===== config.mk =====
export PLATFORM = sky130hd
export DESIGN_NAME = gan_frame_collector_flat
export DESIGN_NICKNAME = d
export VERILOG_FILES = /design/src/rtl/gan_frame_collector_if.sv /design/src/rtl/gan_frame_collector.sv /design/src/flat_wrapper.sv
export SDC_FILE = /design/constraint.sdc
export NUM_CORES = 1
export LEC_CHECK = 0
export CORE_MARGIN = 5
export CORE_UTILIZATION = 45
export DETAILED_ROUTE_END_ITERATION = 10
export HOLD_SLACK_MARGIN = 0.06
export PLACE_DENSITY = 0.81
export RECOVER_POWER = 50
export SLEW_MARGIN = 10
export SYNTH_ARGS = -nofsm -noshare
export SYNTH_HDL_FRONTEND = slang
export SYNTH_SLANG_ARGS = --single-unit

===== constraint.sdc =====
create_clock -name clk_i -period 13.4 [get_ports clk_i]
set_clock_uncertainty 0.05 [all_clocks]
set_input_delay 4.02 -clock clk_i [delete_from_list [all_inputs] [get_ports clk_i]]
set_output_delay 4.02 -clock clk_i [all_outputs]
set_load 0.02 [all_outputs]

===== src/rtl/gan_frame_collector_if.sv =====
// Frame capture and beat-stream bus between the GAN core, the collector and the sink.
// master: the surrounding system (drives the frame, accepts beats).
// slave : the collector.
interface gan_frame_collector_if #(
    parameter int WIDTH = 32
);
    logic             in_valid;
    logic             in_ready;
    logic [WIDTH-1:0] pixel_1x1;
    logic [WIDTH-1:0] pixel_1x2;
    logic [WIDTH-1:0] pixel_1x3;
    logic [WIDTH-1:0] pixel_2x1;
    logic [WIDTH-1:0] pixel_2x2;
    logic [WIDTH-1:0] pixel_2x3;
    logic [WIDTH-1:0] pixel_3x1;
    logic [WIDTH-1:0] pixel_3x2;
    logic [WIDTH-1:0] pixel_3x3;
    logic [WIDTH-1:0] out_discriminator;
    logic             out_valid;
    logic             out_ready;
    logic [WIDTH-1:0] out_data;
    logic [3:0]       out_index;
    logic             out_last;

    modport master (
        output in_valid, pixel_1x1, pixel_1x2, pixel_1x3, pixel_2x1, pixel_2x2,
               pixel_2x3, pixel_3x1, pixel_3x2, pixel_3x3, out_discriminator, out_ready,
        input  in_ready, out_valid, out_data, out_index, out_last
    );

    modport slave (
        input  in_valid, pixel_1x1, pixel_1x2, pixel_1x3, pixel_2x1, pixel_2x2,
               pixel_2x3, pixel_3x1, pixel_3x2, pixel_3x3, out_discriminator, out_ready,
        output in_ready, out_valid, out_data, out_index, out_last
    );
endinterface


===== src/rtl/gan_frame_collector.sv =====
// gan_frame_collector: captures one 3x3 Q8.24 frame plus discriminator score,
// streams the ten words out one per beat, and keeps a binarised pattern,
// circle/cross classification and real/fake decision for the captured frame.
// Optional macro GAN_COLLECT_CLAMP_EN clamps streamed pixel beats to [0, 1.0];
// the score beat and the classification results always use raw values.
//
// state  | meaning
// IDLE   | in_ready high, waiting for a frame
// STREAM | presenting beat beat_q (0-8 pixels, 9 score)
module gan_frame_collector #(
    parameter int               WIDTH       = 32,
    parameter logic [WIDTH-1:0] PIX_THRESH  = 32'h00800000,
    parameter logic [WIDTH-1:0] DISC_THRESH = 32'h00800000
) (
    input  logic                 clk_i,
    input  logic                 rst_i,
    gan_frame_collector_if.slave bus,
    output logic [8:0]           pattern_o,
    output logic [1:0]           shape_o,
    output logic                 is_real_o,
    output logic [15:0]          frame_count_o
);
    typedef enum logic {IDLE, STREAM} state_t;

    localparam logic [8:0] CIRCLE_PAT = 9'b111101111;
    localparam logic [8:0] CROSS_PAT  = 9'b101010101;

    state_t           state_q;
    logic [3:0]       beat_q;
    logic             in_ready_q;
    logic             out_valid_q;
    logic             out_last_q;
    logic [8:0]       pattern_q;
    logic [1:0]       shape_q;
    logic             is_real_q;
    logic [15:0]      frame_count_q;
    // words_q[0] is always the beat on out_data; accepted beats shift down
    logic [WIDTH-1:0] words_q [10];

    logic [WIDTH-1:0] pix_raw [9];
    logic [WIDTH-1:0] words_d [10];
    logic [8:0]       pattern_d;
    logic [1:0]       shape_d;
    logic             is_real_d;

`ifdef GAN_COLLECT_CLAMP_EN
    localparam logic [WIDTH-1:0] ONE_Q = {{(WIDTH-25){1'b0}}, 1'b1, 24'b0};

    function automatic logic [WIDTH-1:0] clamp_unit(input logic [WIDTH-1:0] x);
        if ($signed(x) < 0)
            return '0;
        else if ($signed(x) > $signed(ONE_Q))
            return ONE_Q;
        else
            return x;
    endfunction
`endif

    // Gather raw pixels in row-major beat order
    always_comb begin
        pix_raw[0] = bus.pixel_1x1;
        pix_raw[1] = bus.pixel_1x2;
        pix_raw[2] = bus.pixel_1x3;
        pix_raw[3] = bus.pixel_2x1;
        pix_raw[4] = bus.pixel_2x2;
        pix_raw[5] = bus.pixel_2x3;
        pix_raw[6] = bus.pixel_3x1;
        pix_raw[7] = bus.pixel_3x2;
        pix_raw[8] = bus.pixel_3x3;
    end

    // Classification and stream words computed from the raw inputs at capture
    always_comb begin
        pattern_d = '0;
        for (int i = 0; i < 9; i++) begin
            pattern_d[i] = ($signed(pix_raw[i]) >= $signed(PIX_THRESH));
`ifdef GAN_COLLECT_CLAMP_EN
            words_d[i] = clamp_unit(pix_raw[i]);
`else
            words_d[i] = pix_raw[i];
`endif
        end
        words_d[9] = bus.out_discriminator;
        is_real_d  = ($signed(bus.out_discriminator) >= $signed(DISC_THRESH));
        case (pattern_d)
            CIRCLE_PAT: shape_d = 2'b01;
            CROSS_PAT:  shape_d = 2'b10;
            default:    shape_d = 2'b00;
        endcase
    end

    // Collector FSM with registered handshake and result outputs
    always_ff @(posedge clk_i) begin
        if (rst_i) begin
            state_q       <= IDLE;
            beat_q        <= '0;
            in_ready_q    <= 1'b1;
            out_valid_q   <= 1'b0;
            out_last_q    <= 1'b0;
            pattern_q     <= '0;
            shape_q       <= '0;
            is_real_q     <= 1'b0;
            frame_count_q <= '0;
            for (int i = 0; i < 10; i++) words_q[i] <= '0;
        end else begin
            case (state_q)
                IDLE: begin
                    if (bus.in_valid) begin
                        for (int i = 0; i < 10; i++) words_q[i] <= words_d[i];
                        pattern_q   <= pattern_d;
                        shape_q     <= shape_d;
                        is_real_q   <= is_real_d;
                        beat_q      <= '0;
                        in_ready_q  <= 1'b0;
                        out_valid_q <= 1'b1;
                        out_last_q  <= 1'b0;
                        state_q     <= STREAM;
                    end
                end
                STREAM: begin
                    if (bus.out_ready) begin
                        if (beat_q == 4'd9) begin
                            in_ready_q    <= 1'b1;
                            out_valid_q   <= 1'b0;
                            out_last_q    <= 1'b0;
                            frame_count_q <= frame_count_q + 16'd1;
                            state_q       <= IDLE;
                        end else begin
                            for (int i = 0; i < 9; i++) words_q[i] <= words_q[i+1];
                            beat_q     <= beat_q + 4'd1;
                            out_last_q <= (beat_q == 4'd8);
                        end
                    end
                end
                default: state_q <= IDLE;
            endcase
        end
    end

    assign bus.in_ready   = in_ready_q;
    assign bus.out_valid  = out_valid_q;
    assign bus.out_data   = words_q[0];
    assign bus.out_index  = beat_q;
    assign bus.out_last   = out_last_q;
    assign pattern_o      = pattern_q;
    assign shape_o        = shape_q;
    assign is_real_o      = is_real_q;
    assign frame_count_o  = frame_count_q;
endmodule

===== src/flat_wrapper.sv =====
// flat-port wrapper written by rule: the top's interface ports become plain ports
module gan_frame_collector_flat 
#(
    parameter int               WIDTH       = 32,
    parameter logic [WIDTH-1:0] PIX_THRESH  = 32'h00800000,
    parameter logic [WIDTH-1:0] DISC_THRESH = 32'h00800000
)
  (clk_i, rst_i, pattern_o, shape_o, is_real_o, frame_count_o, bus_in_valid, bus_pixel_1x1, bus_pixel_1x2, bus_pixel_1x3, bus_pixel_2x1, bus_pixel_2x2, bus_pixel_2x3, bus_pixel_3x1, bus_pixel_3x2, bus_pixel_3x3, bus_out_discriminator, bus_out_ready, bus_in_ready, bus_out_valid, bus_out_data, bus_out_index, bus_out_last);
  gan_frame_collector_if #(.WIDTH(WIDTH)) bus_i ();
  input  logic clk_i;
  input  logic rst_i;
  output logic [8:0] pattern_o;
  output logic [1:0] shape_o;
  output logic is_real_o;
  output logic [15:0] frame_count_o;
  input wire logic [$bits(bus_i.in_valid)-1:0] bus_in_valid;
  input wire logic [$bits(bus_i.pixel_1x1)-1:0] bus_pixel_1x1;
  input wire logic [$bits(bus_i.pixel_1x2)-1:0] bus_pixel_1x2;
  input wire logic [$bits(bus_i.pixel_1x3)-1:0] bus_pixel_1x3;
  input wire logic [$bits(bus_i.pixel_2x1)-1:0] bus_pixel_2x1;
  input wire logic [$bits(bus_i.pixel_2x2)-1:0] bus_pixel_2x2;
  input wire logic [$bits(bus_i.pixel_2x3)-1:0] bus_pixel_2x3;
  input wire logic [$bits(bus_i.pixel_3x1)-1:0] bus_pixel_3x1;
  input wire logic [$bits(bus_i.pixel_3x2)-1:0] bus_pixel_3x2;
  input wire logic [$bits(bus_i.pixel_3x3)-1:0] bus_pixel_3x3;
  input wire logic [$bits(bus_i.out_discriminator)-1:0] bus_out_discriminator;
  input wire logic [$bits(bus_i.out_ready)-1:0] bus_out_ready;
  output wire logic [$bits(bus_i.in_ready)-1:0] bus_in_ready;
  output wire logic [$bits(bus_i.out_valid)-1:0] bus_out_valid;
  output wire logic [$bits(bus_i.out_data)-1:0] bus_out_data;
  output wire logic [$bits(bus_i.out_index)-1:0] bus_out_index;
  output wire logic [$bits(bus_i.out_last)-1:0] bus_out_last;
  assign bus_i.in_valid = bus_in_valid;
  assign bus_i.pixel_1x1 = bus_pixel_1x1;
  assign bus_i.pixel_1x2 = bus_pixel_1x2;
  assign bus_i.pixel_1x3 = bus_pixel_1x3;
  assign bus_i.pixel_2x1 = bus_pixel_2x1;
  assign bus_i.pixel_2x2 = bus_pixel_2x2;
  assign bus_i.pixel_2x3 = bus_pixel_2x3;
  assign bus_i.pixel_3x1 = bus_pixel_3x1;
  assign bus_i.pixel_3x2 = bus_pixel_3x2;
  assign bus_i.pixel_3x3 = bus_pixel_3x3;
  assign bus_i.out_discriminator = bus_out_discriminator;
  assign bus_i.out_ready = bus_out_ready;
  assign bus_in_ready = bus_i.in_ready;
  assign bus_out_valid = bus_i.out_valid;
  assign bus_out_data = bus_i.out_data;
  assign bus_out_index = bus_i.out_index;
  assign bus_out_last = bus_i.out_last;
  gan_frame_collector #(.WIDTH(WIDTH), .PIX_THRESH(PIX_THRESH), .DISC_THRESH(DISC_THRESH)) u_core (.clk_i(clk_i), .rst_i(rst_i), .bus(bus_i), .pattern_o(pattern_o), .shape_o(shape_o), .is_real_o(is_real_o), .frame_count_o(frame_count_o));
endmodule

# Yosys cells after proc, flatten, opt, wreduce, memory -nomap -nowiden
# Memories as Yosys holds them, arrays and structs flattened.
# Cells that the tools add are included.
word_totals:
  register_bits: 36
  ramBits: 320
  input_bits: 324
  output_inout_bits: 67
  elab_cells: 103
  n_memories: 1
classes:
  n_addsub: 2
  order_cmp: 10
  eq_ne: 8
  mux: 48
  bitwise_logic: 20
  n_reduce_logical: 5
mem_list:
  columns: ["memory", "depth", "word_bits", "rd", "rd_ports_with_merged_regs", "wr", "line_no", "text"]
  rows:
  - ["u_core.words_q", 10, 32, 10, 0, 10, "gan_frame_collector.sv:38", "logic [WIDTH-1:0] words_q [10];"]
ops:
  columns: ["operator", "count"]
  rows:
  - ["$mux W32", 19]
  - ["$ge A32 B25 Y1 const B", 10]
  - ["$mux W1", 20]
  - ["$or A1 B1 Y1", 19]
  - ["$eq A9 B9 Y1 const B", 2]
  - ["$add A16 B1 Y16 const B", 1]
  - ["$mux W4", 3]
  - ["$reduce_and A3 Y1", 3]
  - ["$eq A4 B4 Y1 const B", 2]
  - ["$ne A2 B2 Y1 const B", 4]
  - ["$pmux W1 S2", 4]
  - ["$pmux W4 S2", 1]
  - ["$add A4 B1 Y4 const B", 1]
  - ["$pmux W2 S2", 1]
  - ["$reduce_and A2 Y1", 2]
  - ["$not A1 Y1", 1]

# Depth between registers and ports, before layout
depth:
  depth_word: 7
  mapped_depth: 10
  depth_no_buf: 7

# Least setup slack after synthesis
# No wires, ideal clock.
synth_path:
  kind: "input port to flip-flop"
  from: "input port bus_in_valid"
  to: "memory u_core.words_q[0][0], enable pin"
  setup_time_ps: 2182
  arrival_ps: 9085
  t_required_ps: 11168
  setup_slack_ps: 2083
  path_stages: 3
  n_path_buf: 0
  path_cell_list: "nor2b_1 -> nor2_1 -> nand2_1"
synth_rtl:
  columns: ["element", "line_no", "text"]
  rows:
  - ["start: declaration", "flat_wrapper.sv:16", "input wire logic [$bits(bus_i.in_valid)-1:0] bus_in_valid;"]
  - ["end: declaration", "gan_frame_collector.sv:38", null]

==> impl_metrics.json <==
{
  "area_growth_syn_to_layout_pct": 34.8,
  "cts_buffer_depth": 3,
  "ys_seq_area_share_pct": 71.0,
  "setup_violations": 0,
  "grt.total_usage_pct": 18.9,
  "internal_power_uw": 2040,
  "pin_count": 391,
  "initial_core_util_pct": 45.9,
  "cap_viol_max_count": 4,
  "critPathMaxFanout": 120,
  "violations": "max-capacitance violations, max-slew violations",
  "async_flop_share_pct": 0,
  "slew_violations": 332,
  "rsz0062_at_grt": "no",
  "cp.required_ns": 13.72,
  "clkPwrFrac_pct": 38.3,
  "startpoint": "rst_i",
  "r2r-end": "u_core.words_q[0][18]",
  "num_rows": 65,
  "swShare_pct": 20.9,
  "relSlewSlack_pct": -189,
  "cts.reportedPaths.clkPinSlew_ns": 0.06,
  "power.static_leakage_uw": 0.00747,
  "drive_gt1_share_pct": 4.48,
  "crit_end": "u_core.words_q[0][10]",
  "root_buffer": "clkbuf_16",
  "dieWidth_um": 190,
  "detail-route-antenna-nets": 0,
  "cp.arrival_ns": 9.88,
  "num_vias": 9380,
  "ctsHoldBuffers": 0,
  "power_frac_comb_pct": 9.5,
  "critical_path_class": "in -> reg",
  "hold_viol_final": 0,
  "finalCriticalPeriod_ns": 9.56,
  "synthCells": 930,
  "postCtsSetupBuffers": 0,
  "postCtsResizedCells": 0,
  "syn_area_per_cell_um2": 15.7,
  "netlist_area_um2": 14600,
  "drt_iter0_drc": 526,
  "outcome": "finished, violations left",
  "tightest_slew_ns": 4.33,
  "ys.flop_type": "edfxtp_1",
  "p_sw_uw": 540,
  "mostFrequentLayoutCells": "clkdlybuf4s50_1, edfxtp_1, a22o_1, dlygate4sd3_1, clkbuf_16",
  "finalCritPeriodShare_pct": 71.3,
  "max_freq_mhz": 105,
  "end_kind": "register",
  "reg2reg_slack_ns": 7.67,
  "synth-seq-cells": 356,
  "synth_nets": 1258,
  "avgRoutedWirePerCell_um": 20.8,
  "cts-buffers-inserted": 39,
  "drt_wl_total_um": 35500,
  "synth_enable_flop_cells": 320,
  "grt_pass1_vias": 9772,
  "insertion_delay_ns": 0.51,
  "p_per_area_nw_per_um2": 132,
  "vdd_drop_max_uv": 82.8,
  "hp-class": "reg -> reg",
  "dieArea_um2": 36000,
  "grt_overflow_total": 0,
  "htree_levels": 2,
  "reg2reg_from": "u_core.state_q",
  "grt_pass1_wl_um": 53700,
  "viasPerCell": 5.50,
  "die_h_um": 190,
  "reg2reg_depth": 4,
  "io_buffers": 390,
  "postLayoutCoreUtil_pct": 61.9,
  "cts_tree": "yes",
  "coreArea_um2": 31700,
  "finalWeightedCongestion": 0.850,
  "place_hpwl_um": 24900,
  "final_common_cell": "clkdlybuf4s50_1",
  "antenna_found_initial": 6,
  "fin_nets": 1596,
  "drc": 0,
  "synth_warnings": 0,
  "drt_first_pass_iters": 5,
  "ys_types": 37,
  "critical_path.startpoint_type": "input port",
  "cts_sinks": 356,
  "sequentialPowerShare_pct": 52.2,
  "grt_max_degree": 121,
  "setup_tns_ns": 0
}
## how the worst min path moves through the flow
stage / startpoint / end / depth (start not counted)
2_1_floorplan: u_core.state_q / u_core.bus.out_index[0] / 2
3_3_place_gp: u_core.bus.in_ready / u_core.bus.in_ready / 2
3_5_place_dp: u_core.bus.in_ready / u_core.bus.in_ready / 2
4_1_cts: u_core.bus.in_ready / u_core.bus.in_ready / 2
5_1_grt: u_core.bus.in_ready / u_core.bus.in_ready / 2
6_report: u_core.bus.in_ready / u_core.bus.in_ready / 2
## power groups by stage
stage | Sequential (µW) | Clock (µW) | Combinational, µW
2_1_floorplan | 1380 | 0 | 112
6_report | 1350 | 990 | 244
4_1_cts | 1350 | 1010 | 249
5_1_grt | 1360 | 1060 | 263
3_5_place_dp | 1370 | 0 | 248
3_3_place_gp | 1370 | 0 | 242
## Yosys cell counts (all sizes together), types with 2 or more instances
cell type,count,share of area (%)
edfxtp,320,66
a22o,295,18
buf,75,3.4
dfxtp,36,5.0
and2,33,1.4
clkbuf,28,0.72
nor4,22,0.95
nand2,18,0.46
nor2,18,0.46
a21oi,15,0.52
xnor2,8,0.48
o21ai,7,0.24
nand3,6,0.21
nand4,6,0.26
xor2,6,0.36
inv,5,0.13
and3,4,0.17
ha,4,0.34
nor3,4,0.14
or3,4,0.17
a21o,3,0.15
nand3b,3,0.15
a211oi,2,0.14
o21a,2,0.10
## routing by layer
layer / GRT usage, % / vias to the layer above / share of wire, %
met1: 22.4 / 4505 / 38
li1: - / 4450 / -
met2: 32.2 / 346 / 50
met4: 7.12 / 0 / 3.6
met5: 0 / - / 0
met3: 5.94 / 79 / 8.6
## cell type report
class	count	area (µm²)
flip-flops and latches	356	10300
multi-input cells	466	3610
well taps	402	503
clock inverters	13	87.6
fillers	2355	12100
inverters	5	18.8
diodes	6	15.0
clock buffers	56	1100
repair buffers	400	3960
## critical path, stage by stage
cell	delay (ns)
dlygate4sd3_1	0.86
nor2_1	0.28
clkbuf_1	3.05
buf_4	1.25
a22o_1	0.26
## cell families after synthesis
group                      share of synthesized area (%)
adders and majority gates                          0.344
DFF                                                 71.0
and+or+nand+nor                                     4.73
AOI/OAI and AO/OA                                   18.9
xor gates and xnor gates                           0.842
buffers and inverters                               4.22
## stage by stage
step	instances	hold WS, ns	worst slack (ns)	instance area (µm²)	total power, µW
6_report	1704	0.391	3.84	19600	2580
5_1_grt	1704	0.425	3.35	19600	2680
4_1_cts	1698	0.396	6.39	19600	2610
3_5_place_dp	1629	0.386	5.85	18500	1620
3_3_place_gp	1629	0.382	5.98	18500	1610
2_1_floorplan	930	0.436	2.08	14600	1490
## flip-flops by register name (all words and copies together), names as in the netlist
signal,count
u_core.frame_count_o,16
u_core.bus.in_ready,1
u_core.bus.out_valid,1
u_core.pattern_o,9
u_core.is_real_o,1
u_core.bus.out_index,4
u_core.words_q,320
u_core.state_q,1
u_core.shape_o,2
u_core.bus.out_last,1
(Power assumes the default switching activity.)
==> variant, RTL diff (same settings) <==
Put one more register stage on the output `frame_count_o`, cleared by the reset. The value now appears one clock later. The other outputs are not delayed to match.
--- a/src/rtl/gan_frame_collector.sv
+++ b/src/rtl/gan_frame_collector.sv
@@ -147,3 +147,9 @@
     assign is_real_o      = is_real_q;
-    assign frame_count_o  = frame_count_q;
+    always_ff @(posedge clk_i) begin
+        if (rst_i) begin
+            frame_count_o <= '0;
+        end else begin
+            frame_count_o <= frame_count_q;
+        end
+    end
 endmodule
Check against the original RTL: not settled (the Yosys comparison gave no result); the edit may change what the design does.
==> variant against the unedited design <==
Sequential cell count is 16 higher; global-route usage increased by 0.34 points; largest cell class unchanged; the run still ends with max-capacitance violations, max-slew violations left; sequential share of layout area shrank 0.22 points; cell area is 3.5% higher; total power grew 8.1%; critical path type unchanged; wire length grew 3.0%; area after synthesis up 1.3%; setup slack improved by 280 ps.
==> variant: results (changes against the unedited design) <==
[sta]
slew_violations = 207  ; -38%
whs_ps = 402  ; +11.4 ps
max_slew.worst_pin.slew_ps = 4270  ; -67.5 ps

[outcome]
violations = max-capacitance violations, max-slew violations
status = finished, violations left

[power_and_ir_drop]
seq-power_mw = 1.39  ; +3%
switching_power_mw = 0.579  ; +7.3%
p_leak_nw = 7.79  ; +4.2%
pg_clk_mw = 1.15  ; +16%

[layout]
clock_buffers = 45  ; -20%
diodes = 6  ; unchanged
nMultiInputCombCells = 479  ; +2.8%
largest_registers = u_core.words_q: 320 flops, u_core.frame_count_o: 16 flops, u_core.frame_count_q: 16 flops
area_growth_syn_to_layout_pct = 37.8
multiInputGateArea_sq_um = 3730  ; +3.3%
bufAreaShareNonClock_pct = 19.6  ; -0.63 points
layout-drive-gt1-share_pct = 5.73  ; +1.3 points
clock_cell_area_share_pct = 6.77  ; +0.74 points
nFillCells = 2343  ; -0.51%
fin_nets = 1626  ; +1.9%

[setup_path]
r2r-end = u_core.words_q[0][17]
reg2reg_from = u_core.bus.out_index[1]
crit_arrival_ps = 9370  ; -510 ps
slowest_stage = nand2_1
ff2ff_path_depth = 7  ; +3
worst-path-max-fanout = 81  ; -33%
regToRegSetupSlack_ps = 8680  ; +1010 ps

[grt]
first_global_vias = 9850  ; +0.80%
grt_antenna_before_repair = 7  ; +1
grt_max_degree = 113  ; -6.6%
track_usage_pct = 19.2  ; +0.34 points
met1_usage_pct = 23.8  ; +1.4 points
use_met3_pct = 6.14  ; +0.19 points
use_met2_pct = 32.4  ; +0.12 points
grt_pass1_wl_um = 55200  ; +2.7%

[drt]
drt-vias-per-instance = 5.36  ; -2.6%
wl_met2_um = 18000  ; +2.0%
wl_met3_um = 3560  ; +17%
dr.pass1.iters = 4  ; -1
drt-initial-drc-count = 555  ; +5.5%
drt-met1-wl_um = 14100  ; +4.6%
wl_um = 36500  ; +3.0%
wire_per_inst_um = 20.6  ; -1.1%

[yosys]
synth_cell_types = 36  ; -2.7%
synth_xor_area_share_pct = 0.831  ; -0.011 points
yosys-top-cells-count = edfxtp_1, a22o_1, dfxtp_1
synth_adder_area_share_pct = 0.339  ; -0.0045 points
synth_nets = 1257  ; -0.079%
synth_compound_area_share_pct = 18.4  ; -0.49 points
synth-seq-area-share_pct = 72.2  ; +1.2 points
syn_avg_cell_area_sq_um = 15.9  ; +1.4%

[hold_path]
min_to = u_core.shape_o[0]
min_from = u_core.shape_o[0]

[place]
place_congestion = 0.824  ; -3.1%
hpwl_um = 25300  ; +1.5%
dp_slack_ps = 5640  ; -219 ps

[run]
maxCapViolCount = 3  ; -1

[floorplanning]
core-area_sq_um = 32500  ; +2.3%

## variant: cell count changes after synthesis, moves of 4 or more
cell      change
clkbuf_1     -10
nand2_1       -4
dfxtp_1      +16
nor2b_1      +14
buf_1         +6
buf_2         +9
buf_4        -34
nor2_1        +8
## variant: worst max-delay path by stage
stage / start / endpoint / slack, ps / depth (start not counted)
2_1_floorplan: bus_in_valid / u_core.words_q[0][0] / 2110 / 3
3_3_place_gp: rst_i / u_core.words_q[0][7] / 5690 / 6
3_5_place_dp: rst_i / u_core.words_q[0][7] / 5640 / 6
4_1_cts: rst_i / u_core.words_q[0][22] / 6180 / 6
5_1_grt: rst_i / u_core.words_q[0][4] / 3560 / 6
6_report: rst_i / u_core.words_q[0][17] / 4130 / 6
## variant: logic make-up (layout without fill, tap and decap cells)
kind of cell	Yosys count	count (layout)
AO/OA/AOI/OAI	317	317
buffers and inverters	78	476
adder cells (fa/ha/maj)	4	4
XOR/XNOR	14	14
other	0	6
flip-flops	372	372
multiplexers	2	2
AND/OR/NAND/NOR	142	142
